`src/rtl/alignment_emitter_if.sv`:
```
// Stream bundle between the traceback source, the alignment emitter and the result writer.
// The master drives the coordinates and accepts the columns; the slave is the emitter.
interface alignment_emitter_if #(
  parameter int CWIDTH      = 2,
  parameter int CORD_LENGTH = 8
);
  logic                   coord_valid;
  logic [CORD_LENGTH-1:0] coord_x;
  logic [CORD_LENGTH-1:0] coord_y;
  logic                   out_valid;
  logic                   out_ready;
  logic [CWIDTH-1:0]      out_c1;
  logic [CWIDTH-1:0]      out_c2;
  logic                   out_gap1;
  logic                   out_gap2;
  logic                   out_last;

  modport master (
    output coord_valid, coord_x, coord_y, out_ready,
    input  out_valid, out_c1, out_c2, out_gap1, out_gap2, out_last
  );

  modport slave (
    input  coord_valid, coord_x, coord_y, out_ready,
    output out_valid, out_c1, out_c2, out_gap1, out_gap2, out_last
  );
endinterface

```
`src/rtl/alignment_emitter.sv`:
```
// Captures the end-to-start traceback path into a LIFO, then replays it start-to-end as
// alignment columns (char pair plus gap flags) on a valid/ready stream.
module alignment_emitter #(
  parameter int LENGTH      = 10,
  parameter int CWIDTH      = 2,
  parameter int CORD_LENGTH = 8,
  parameter int DEPTH       = 2 * LENGTH
) (
  input  logic                     clk,
  input  logic                     reset,
  input  logic [LENGTH*CWIDTH-1:0] s1,
  input  logic [LENGTH*CWIDTH-1:0] s2,
  alignment_emitter_if.slave       bus,
  output logic                     done,
  output logic                     error
);
  localparam int AW    = (DEPTH > 1) ? $clog2(DEPTH) : 1;
  localparam int PTR_W = $clog2(DEPTH + 1);
  localparam int IDX_W = (LENGTH > 1) ? $clog2(LENGTH) : 1;
  localparam int EW    = 2 * CORD_LENGTH;

  typedef enum logic [1:0] {
    ST_CAPTURE = 2'd0,
    ST_EMIT    = 2'd1,
    ST_DONE    = 2'd2
  } state_t;

  state_t state_q, state_d;

  logic [PTR_W-1:0]       cnt_q, cnt_d;
  logic [CORD_LENGTH-1:0] prev_x_q, prev_x_d;
  logic [CORD_LENGTH-1:0] prev_y_q, prev_y_d;
  logic                   first_q, first_d;
  logic                   out_valid_q, out_valid_d;
  logic [CWIDTH-1:0]      out_c1_q, out_c1_d;
  logic [CWIDTH-1:0]      out_c2_q, out_c2_d;
  logic                   out_gap1_q, out_gap1_d;
  logic                   out_gap2_q, out_gap2_d;
  logic                   out_last_q, out_last_d;
  logic                   error_q, error_d;

  logic [EW-1:0]          lifo_mem [DEPTH];
  logic                   push_en;
  logic [AW-1:0]          wr_addr;
  logic [AW-1:0]          rd_addr;
  logic [EW-1:0]          top_entry;
  logic [CORD_LENGTH-1:0] top_x, top_y;
  logic [CORD_LENGTH-1:0] dx, dy;
  logic [IDX_W-1:0]       x_idx, y_idx;
  logic                   load;
  logic                   coord_is_origin;
  logic                   coord_out_of_range;

  logic [CWIDTH-1:0] s1_chars [LENGTH];
  logic [CWIDTH-1:0] s2_chars [LENGTH];

  for (genvar gi = 0; gi < LENGTH; gi++) begin : g_chars
    assign s1_chars[gi] = s1[gi*CWIDTH +: CWIDTH];
    assign s2_chars[gi] = s2[gi*CWIDTH +: CWIDTH];
  end

  // The top entry must be visible in the same cycle it is popped, so the LIFO is read asynchronously.
  assign wr_addr   = AW'(cnt_q);
  assign rd_addr   = AW'(cnt_q - PTR_W'(1));
  assign top_entry = lifo_mem[rd_addr];
  assign top_x     = top_entry[EW-1:CORD_LENGTH];
  assign top_y     = top_entry[CORD_LENGTH-1:0];
  assign dx        = top_x - prev_x_q;
  assign dy        = top_y - prev_y_q;
  assign x_idx     = IDX_W'(top_x % CORD_LENGTH'(LENGTH));
  assign y_idx     = IDX_W'(top_y % CORD_LENGTH'(LENGTH));

  assign coord_is_origin    = (bus.coord_x == '0) && (bus.coord_y == '0);
  assign coord_out_of_range = (bus.coord_x >= CORD_LENGTH'(LENGTH)) ||
                              (bus.coord_y >= CORD_LENGTH'(LENGTH));
  assign load = (state_q == ST_EMIT) && (!out_valid_q || bus.out_ready) && (cnt_q != '0);

  always_ff @(posedge clk) begin
    if (reset) begin
      state_q <= ST_CAPTURE;
    end else begin
      state_q <= state_d;
    end
  end

  always_comb begin
    state_d = state_q;
    case (state_q)
      ST_CAPTURE: if (bus.coord_valid && coord_is_origin) state_d = ST_EMIT;
      ST_EMIT:    if (out_valid_q && bus.out_ready && out_last_q) state_d = ST_DONE;
      ST_DONE:    state_d = ST_DONE;
      default:    state_d = ST_CAPTURE;
    endcase
  end

  always_comb begin
    cnt_d       = cnt_q;
    prev_x_d    = prev_x_q;
    prev_y_d    = prev_y_q;
    first_d     = first_q;
    out_valid_d = out_valid_q;
    out_c1_d    = out_c1_q;
    out_c2_d    = out_c2_q;
    out_gap1_d  = out_gap1_q;
    out_gap2_d  = out_gap2_q;
    out_last_d  = out_last_q;
    error_d     = error_q;
    push_en     = 1'b0;

    if (state_q == ST_CAPTURE) begin
      if (bus.coord_valid) begin
        if (coord_out_of_range) error_d = 1'b1;
        // A full LIFO drops the coord, but (0,0) still ends capture so the kept prefix is emitted.
        if (cnt_q == PTR_W'(DEPTH)) begin
          error_d = 1'b1;
        end else begin
          push_en = 1'b1;
          cnt_d   = cnt_q + PTR_W'(1);
        end
      end
    end else if (bus.coord_valid) begin
      error_d = 1'b1;
    end

    if (load) begin
      cnt_d       = cnt_q - PTR_W'(1);
      prev_x_d    = top_x;
      prev_y_d    = top_y;
      first_d     = 1'b0;
      out_valid_d = 1'b1;
      out_last_d  = (cnt_q == PTR_W'(1));
      out_c1_d    = s1_chars[y_idx];
      out_c2_d    = s2_chars[x_idx];
      out_gap1_d  = 1'b0;
      out_gap2_d  = 1'b0;
      if (!first_q) begin
        if (dx == CORD_LENGTH'(1) && dy == CORD_LENGTH'(1)) begin
          out_gap1_d = 1'b0;
        end else if (dx == '0 && dy == CORD_LENGTH'(1)) begin
          out_gap2_d = 1'b1;
          out_c2_d   = '0;
        end else if (dx == CORD_LENGTH'(1) && dy == '0) begin
          out_gap1_d = 1'b1;
          out_c1_d   = '0;
        end else begin
          error_d = 1'b1;
        end
      end
    end else if (out_valid_q && bus.out_ready) begin
      out_valid_d = 1'b0;
      if (out_last_q) begin
        out_c1_d   = '0;
        out_c2_d   = '0;
        out_gap1_d = 1'b0;
        out_gap2_d = 1'b0;
        out_last_d = 1'b0;
      end
    end
  end

  always_ff @(posedge clk) begin
    if (reset) begin
      cnt_q       <= '0;
      prev_x_q    <= '0;
      prev_y_q    <= '0;
      first_q     <= 1'b1;
      out_valid_q <= 1'b0;
      out_c1_q    <= '0;
      out_c2_q    <= '0;
      out_gap1_q  <= 1'b0;
      out_gap2_q  <= 1'b0;
      out_last_q  <= 1'b0;
      error_q     <= 1'b0;
    end else begin
      cnt_q       <= cnt_d;
      prev_x_q    <= prev_x_d;
      prev_y_q    <= prev_y_d;
      first_q     <= first_d;
      out_valid_q <= out_valid_d;
      out_c1_q    <= out_c1_d;
      out_c2_q    <= out_c2_d;
      out_gap1_q  <= out_gap1_d;
      out_gap2_q  <= out_gap2_d;
      out_last_q  <= out_last_d;
      error_q     <= error_d;
    end
  end

  always_ff @(posedge clk) begin
    if (push_en) lifo_mem[wr_addr] <= {bus.coord_x, bus.coord_y};
  end

  always_comb begin
    bus.out_valid = out_valid_q;
    bus.out_c1    = out_c1_q;
    bus.out_c2    = out_c2_q;
    bus.out_gap1  = out_gap1_q;
    bus.out_gap2  = out_gap2_q;
    bus.out_last  = out_last_q;
    done          = (state_q == ST_DONE);
    error         = error_q;
  end
endmodule
```
`src/flat_wrapper.sv`:
```
// flat-port wrapper written by rule: the top's interface ports become plain ports
module alignment_emitter_flat 
#(
  parameter int LENGTH      = 10,
  parameter int CWIDTH      = 2,
  parameter int CORD_LENGTH = 8,
  parameter int DEPTH       = 2 * LENGTH
)
  (clk, reset, s1, s2, done, error, bus_coord_valid, bus_coord_x, bus_coord_y, bus_out_ready, bus_out_valid, bus_out_c1, bus_out_c2, bus_out_gap1, bus_out_gap2, bus_out_last);
  alignment_emitter_if #(.CWIDTH(CWIDTH), .CORD_LENGTH(CORD_LENGTH)) bus_i ();
  input  logic clk;
  input  logic reset;
  input  logic [LENGTH*CWIDTH-1:0] s1;
  input  logic [LENGTH*CWIDTH-1:0] s2;
  output logic done;
  output logic error;
  input wire logic [$bits(bus_i.coord_valid)-1:0] bus_coord_valid;
  input wire logic [$bits(bus_i.coord_x)-1:0] bus_coord_x;
  input wire logic [$bits(bus_i.coord_y)-1:0] bus_coord_y;
  input wire logic [$bits(bus_i.out_ready)-1:0] bus_out_ready;
  output wire logic [$bits(bus_i.out_valid)-1:0] bus_out_valid;
  output wire logic [$bits(bus_i.out_c1)-1:0] bus_out_c1;
  output wire logic [$bits(bus_i.out_c2)-1:0] bus_out_c2;
  output wire logic [$bits(bus_i.out_gap1)-1:0] bus_out_gap1;
  output wire logic [$bits(bus_i.out_gap2)-1:0] bus_out_gap2;
  output wire logic [$bits(bus_i.out_last)-1:0] bus_out_last;
  assign bus_i.coord_valid = bus_coord_valid;
  assign bus_i.coord_x = bus_coord_x;
  assign bus_i.coord_y = bus_coord_y;
  assign bus_i.out_ready = bus_out_ready;
  assign bus_out_valid = bus_i.out_valid;
  assign bus_out_c1 = bus_i.out_c1;
  assign bus_out_c2 = bus_i.out_c2;
  assign bus_out_gap1 = bus_i.out_gap1;
  assign bus_out_gap2 = bus_i.out_gap2;
  assign bus_out_last = bus_i.out_last;
  alignment_emitter #(.LENGTH(LENGTH), .CWIDTH(CWIDTH), .CORD_LENGTH(CORD_LENGTH), .DEPTH(DEPTH)) u_core (.clk(clk), .reset(reset), .s1(s1), .s2(s2), .bus(bus_i), .done(done), .error(error));
endmodule
```
`config.mk`:
```
export PLATFORM = sky130hd
export DESIGN_NAME = alignment_emitter_flat
export DESIGN_NICKNAME = d
export VERILOG_FILES = /design/src/rtl/alignment_emitter_if.sv /design/src/rtl/alignment_emitter.sv /design/src/flat_wrapper.sv
export SDC_FILE = /design/constraint.sdc
export NUM_CORES = 1
export LEC_CHECK = 0
export ABC_AREA = 0
export BUFFER_PORTS_ARGS = -buffer_cell sky130_fd_sc_hd__buf_2
export CORE_MARGIN = 2
export CORE_UTILIZATION = 61
export DETAILED_ROUTE_END_ITERATION = 6
export PLACE_DENSITY = 0.83
export SETUP_SLACK_MARGIN = 0.5
export SLEW_MARGIN = 15
export SYNTH_ARGS = -nofsm -noshare
export SYNTH_HDL_FRONTEND = slang
export SYNTH_SLANG_ARGS = --single-unit
```
`constraint.sdc`:
```
create_clock -name clk -period 13.6 [get_ports clk]
set_input_delay 1.36 -clock clk [delete_from_list [all_inputs] [get_ports clk]]
set_output_delay 1.36 -clock clk [all_outputs]
set_load 0.01 [all_outputs]
```
* After elaboration in Yosys (flattened, before gate mapping)
Memories as Yosys holds them, arrays and structs flattened.
Cells that the tools add are included.
** Cells by class
- Add/sub/neg operators :: 4
- Div/mod/pow operators :: 2
- $lt $le $gt $ge :: 4
- Eq/ne operators :: 9
- Multiplexer cells :: 53
- Bitwise gates (word level) :: 2
- Reductions and logical operators :: 25
** Operators with widths (count)
- 2-bit 2-to-1 mux :: 17
- 8-bit zero test :: 4
- 1-bit 2-to-1 mux :: 29
- 5-bit 2-to-1 mux :: 4
- 2-bit binary-select mux with 4-bit select :: 2
- 8-bit by 1-bit equality test with 1-bit output, second input constant :: 2
- 8-bit by 4-bit greater-or-equal comparator with 1-bit output, second input constant :: 2
- 8-bit by 4-bit remainder unit with 8-bit output, second input constant :: 2
- 8-bit subtractor :: 2
- 5-bit greater-or-equal comparator, second input constant :: 2
- 4-bit inverter with 5-bit output :: 2
- 1-bit logical AND :: 9
- 2-bit nonzero test :: 4
- 2-bit case mux with 3 select lines :: 1
- 5-bit by 1-bit adder with 5-bit output, second input constant :: 1
- 5-bit by 1-bit equality test with 1-bit output, second input constant :: 1
- 5-bit equality test, second input constant :: 1
- 5-bit nonzero test :: 1
- 5-bit by 1-bit subtractor with 5-bit output, second input constant :: 1
- 2-bit by 1-bit inequality test with 1-bit output, second input constant :: 2
- 2-bit AND reduction :: 2
- 3-bit AND reduction :: 1
- 2-bit by 1-bit equality test with 1-bit output, second input constant :: 1
- 2-bit equality test, second input constant :: 1
- 4 further kinds :: 5
** Word-level totals
- Register bits :: 33
- Bits in writable memories :: 320
- Output and inout port bits :: 10
- Word-level logic and storage cells :: 112
- Memories :: 1
** Memory list
- u_core.lifo_mem :: depth 20, bits a word 16, read ports 1, clocked after Yosys merged registers in 0, write ports 1, line alignment_emitter.sv:42 : logic [EW-1:0] lifo_mem [DEPTH];

* Longest topological paths before layout
An unclocked memory read counts as a cell.
- Depth after elaboration :: 12
- Mapped depth :: 33
- Depth with buffers taken out :: 24

* Worst setup path after synthesis
Ideal clock, no wire load.
- Kind :: register -> register
- Start point :: register u_core.cnt_q[0]
- End point :: register u_core.out_c1_q[0] (netlist: u_core.bus.out_c1[0])
- Arrival :: 6.050 ns
- Data required time :: 13.543 ns
- Path slack :: 7.492 ns
- Stages on the path, launching flop included :: 34
- Cell sequence :: dfxtp_1 buf_6 buf_12 buf_12 inv_2 ha_1 buf_4 buf_2 buf_2 buf_2 buf_2 buf_1 mux4_2 nand2_1 a21oi_1 a21oi_1 o21ai_1 inv_1 ha_1 fa_1 nor2b_1 o21ai_0 inv_1 o21ai_0 and3_1 o21ai_0 a21oi_1 o221a_2 nand4_1 nor2_1 a21o_1 nor4_1 a22o_1 a31o_2
** On the way
- Cells in the longest elaborated chain, start to end :: 12
- Elaborated cells on any way between the ends :: 26
** Ends and longest elaborated chain
- from (decl) :: line alignment_emitter.sv:30 : logic [PTR_W-1:0] cnt_q, cnt_d;
- from (signal assigned) :: line alignment_emitter.sv:175 : cnt_q <= cnt_d;
- 5-bit by 1-bit subtractor with 5-bit output :: line alignment_emitter.sv:64 : assign rd_addr = AW'(cnt_q - PTR_W'(1));
- memory 20 x 16 bit
- 8-bit by 4-bit remainder unit with 8-bit output :: line alignment_emitter.sv:71 : assign y_idx = IDX_W'(top_y % CORD_LENGTH'(LENGTH));
- 4-bit inverter with 5-bit output (not written as such) :: line alignment_emitter.sv:132 : out_c1_d = s1_chars[y_idx];
- 2-bit binary-select mux with 4-bit select :: line alignment_emitter.sv:132
- 2-bit 2-to-1 mux (not written as such) (2 in a row) :: line alignment_emitter.sv:132
- 2-bit 2-to-1 mux :: line alignment_emitter.sv:142 : end else if (dx == CORD_LENGTH'(1) && dy == '0) begin
- 2-bit 2-to-1 mux :: line alignment_emitter.sv:139 : end else if (dx == '0 && dy == CORD_LENGTH'(1)) begin
- 2-bit 2-to-1 mux :: line alignment_emitter.sv:137 : if (dx == CORD_LENGTH'(1) && dy == CORD_LENGTH'(1)) begin
- 2-bit 2-to-1 mux :: line alignment_emitter.sv:136 : if (!first_q) begin
- 2-bit 2-to-1 mux :: line alignment_emitter.sv:125 : if (load) begin
- to (signal assigned) :: line alignment_emitter.sv:180 : out_c1_q <= out_c1_d;
- to (decl) :: line alignment_emitter.sv:35 : logic [CWIDTH-1:0] out_c1_q, out_c1_d;
Parallel ways exist; a longest one is shown, timed or not. The select of a mux whose other input is x is not followed.
A chain may end at the register's enable or synchronous reset.

* Worst setup path after layout
Ends and elaborated chain as after synthesis.

==> impl_metrics.json <==
{
  "fillers": 1697,
  "hold_buffers": 0,
  "dp_hpwl_um": 21800,
  "gp_congestion": 0.880,
  "tightest_slew_ps": 1210,
  "clkTransAtPathRegs_ps": 60,
  "final_area_mm2": 0.0180,
  "rows": 59,
  "cp_top_family": "compound AO/OA/AOI/OAI gates",
  "drive_gt1_share_pct": 21.8,
  "finalSetupViolCount": 0,
  "cp_slowest_stage_delay_ps": 780,
  "p_per_area_mw_per_mm2": 159,
  "syn_area_mm2": 0.0161,
  "cts-root-buf": "clkbuf_16",
  "synth-warning-count": 0,
  "cts_sinks": 353,
  "cp_num_buf_inv": 3,
  "cts_setup_buffers": 0,
  "grt_overflow": 0,
  "fin_nets": 1254,
  "ir_drop_mv": 0.155,
  "synth.distinct_cells": 93,
  "drc": 0,
  "final-seq-area_mm2": 0.0103,
  "finalCritPeriodShare_pct": 54.0,
  "die_width_um": 166,
  "criticalPathCategory": "flip-flop to flip-flop",
  "rsz0062_at_grt": "false",
  "h-tree-depth": 2,
  "r2r_cells": 22,
  "end_kind": "flip-flop",
  "crit_required_ps": 14070,
  "track_usage_pct": 26.9,
  "clk_latency_ps": 540,
  "finalPower_w": 0.00287,
  "io_buffers": 69,
  "hp-class": "flip-flop to flip-flop",
  "fin_crit_ps": 7340,
  "synth_top_family_by_area": "multiplexers",
  "post_cts_resized": 0,
  "cp_cell_sequence": "inv_2, ha_4, buf_4, mux4_1, mux2i_1, a21oi_1, a311oi_2, nand2_1, nand2_1, o22ai_1, or2_2, inv_1, ha_1, or3b_2, a31o_2, a22oi_1, a211oi_2, o31ai_2, o31ai_4, nor4_1, a22o_1, a31o_2",
  "multiInputGateArea_mm2": 0.00549,
  "synthCells": 1089,
  "die_h_um": 166,
  "cp.depth": 22,
  "grt_pass1_vias": 9864,
  "synthTopCellsByArea": "edfxtp_1 (60%), mux4_2 (8.0%), dfxtp_1 (4.1%)",
  "placed_cell_area_mm2": 0.0168,
  "synth_seq_area_share_pct": 63.8,
  "dr.pass1.iters": 5,
  "yosysTopAreaCell": "edfxtp_1",
  "synthFlopType": "edfxtp_1",
  "routed_via_density": 6.48,
  "core-area_mm2": 0.0260,
  "finalHoldViolCount": 0,
  "start_util_pct": 61.9,
  "die-area_mm2": 0.0277,
  "synth_compound_area_share_pct": 8.30,
  "ios": 70,
  "synth_top_area_share_pct": 59.7,
  "synth_edf_count": 320,
  "synth-simple-area-share_pct": 9.34,
  "slew_violations": 0,
  "crit_slowest_cell": "dfxtp_4",
  "tns_ps": 0,
  "clock_skew_ps": 21.0,
  "startpoint_type": "flip-flop",
  "worstHoldPathCells": 2,
  "post-synth-top-count-cell": "edfxtp_1",
  "yosys-top-cells-count": "edfxtp_1 (320), nand2_1 (113), nor2_1 (66)",
  "drv_cap": 0,
  "layout_setup_ws_ps": 6260,
  "wl_per_cell_um": 24.0,
  "cts_tree": "done",
  "vias": 9914,
  "wl_um": 36800,
  "fmax_ghz": 0.136,
  "cts_buffers": 36,
  "area_growth_pct": 12.0,
  "grt_pass1_wl_um": 56700,
  "pre_cts_slack_ps": 6340,
  "drt_iter0_markers": 1135,
  "synthXorXnorAreaFrac_pct": 1.23,
  "antenna_found_initial": 1,
  "ant_nets": 0,
  "synth_nets": 1174,
  "ys_ff_latch": 353,
  "power_leakage_nw": 6.14,
  "clockBufferDepth": 3,
  "critical_path_arrival_ps": 7810,
  "hold_slack_ps": 462,
  "synth_fa_ha_area_share_pct": 2.22,
  "synth.avg_cell_area_um2": 14.8,
  "yosys-mux-area-fraction_pct": 12.3,
  "cp_max_fo": 68,
  "outcome": "finished, final reports clean",
  "max-slew-margin-rel_pct": 19.6,
  "grt_max_degree": 69,
  "synthArstFlopShare_pct": 0
}
==> logic make-up (layout without fill, tap and decap cells) <==
| group | after synthesis | in the layout |
|---|---|---|
| AO/OA/AOI/OAI | 181 | 181 |
| buffers and inverters | 87 | 193 |
| flip-flops | 353 | 353 |
| AND/OR/NAND/NOR | 314 | 314 |
| multiplexers | 108 | 108 |
| adder cells (fa/ha/maj) | 28 | 28 |
| XOR/XNOR | 18 | 18 |
| other | 0 | 1 |
==> area by class of cell <==
class                           count  share of cell area (%)
Antenna cell                        1                  0.0139
Clock buffer                       44                    5.28
Clock inverter                     20                    1.28
Inverter                           34                   0.708
Multi-Input combinational cell    649                    30.4
Sequential cell                   353                    57.0
Tap cell                          335                    2.32
Timing Repair Buffer               95                    3.00
==> flip-flops by register name, indices dropped and copies added (netlist names) <==
signal,cells
u_core.bus.out_c1,2
u_core.bus.out_c2,2
u_core.bus.out_gap1,1
u_core.bus.out_gap2,1
u_core.bus.out_last,1
u_core.bus.out_valid,1
u_core.cnt_q,5
u_core.error,1
u_core.first_q,1
u_core.lifo_mem,320
u_core.prev_x_q,8
u_core.prev_y_q,8
u_core.state_q,2
==> power breakdown <==
group | leakage, nW | total (W) | internal [W] | switching [W]
combinational | 2.41 | 0.000678 | 0.000284 | 0.000393
sequential | 3.15 | 0.00120 | 0.00119 | 0.00000905
clock | 0.578 | 0.000988 | 0.000581 | 0.000408
==> stage by stage <==
stage	utilization, %	instances
2_1_floorplan	-	1089
3_3_place_gp	64.8	1466
3_5_place_dp	64.8	1466
4_1_cts	69.3	1530
5_1_grt	69.4	1530
6_report	69.4	1531
==> metal layers <==
layer  part of all wire, %  global-route usage (%)  up-vias  wire length (µm)
li1                      -                       -     4429                 -
met3                   8.8                    5.54      117              3220
met2                    49                    44.4      513             18100
met4                   4.2                    11.3        0              1530
met1                    38                    35.2     4855             13900
met5                     0                       0        -                 0
==> cell usage in the layout, fill, tap and decap left out, drive strengths merged, types with 6 or more instances in the layout <==
master,n
nor2,67
xnor2,12
nand4,13
nor3,16
nand3,34
a211oi,27
clkinv,13
a22oi,9
clkbuf,44
nand2,115
inv,35
mux4,68
dfxtp,33
a21oi,41
or3,6
and2,10
and3,9
mux2i,35
o21a,7
o31ai,9
nor2b,6
a32oi,9
o21ai,32
edfxtp,320
a21o,6
buf,95
nand2b,14
ha,23
==> worst register-to-register path, stage by stage (launching register included) <==
cell      delay (ps)
dfxtp_4          780
inv_2            240
ha_4             380
buf_4            730
mux4_1           470
mux2i_1          190
a21oi_1          100
a311oi_2         740
nand2_1          370
nand2_1          150
o22ai_1           80
or2_2            330
inv_1             90
ha_1             290
or3b_2           470
a31o_2           250
a22oi_1          210
a211oi_2         170
o31ai_2          350
o31ai_4          220
nor4_1           400
a22o_1           190
a31o_2            90
==> path summary, 6_finish.rpt <==
check        slack (ps)                                 to                              from
min                 460   u_core.bus.out_gap1$_SDFFE_PP0P_  u_core.bus.out_gap1$_SDFFE_PP0P_
max                6260  u_core.bus.out_c1[0]$_SDFFE_PP0P_      u_core.cnt_q[0]$_SDFFE_PP0P_
min reg2reg         460   u_core.bus.out_gap1$_SDFFE_PP0P_  u_core.bus.out_gap1$_SDFFE_PP0P_
max reg2reg        6260  u_core.bus.out_c1[0]$_SDFFE_PP0P_      u_core.cnt_q[0]$_SDFFE_PP0P_
No activity file was read; power rests on OpenSTA's default activity.
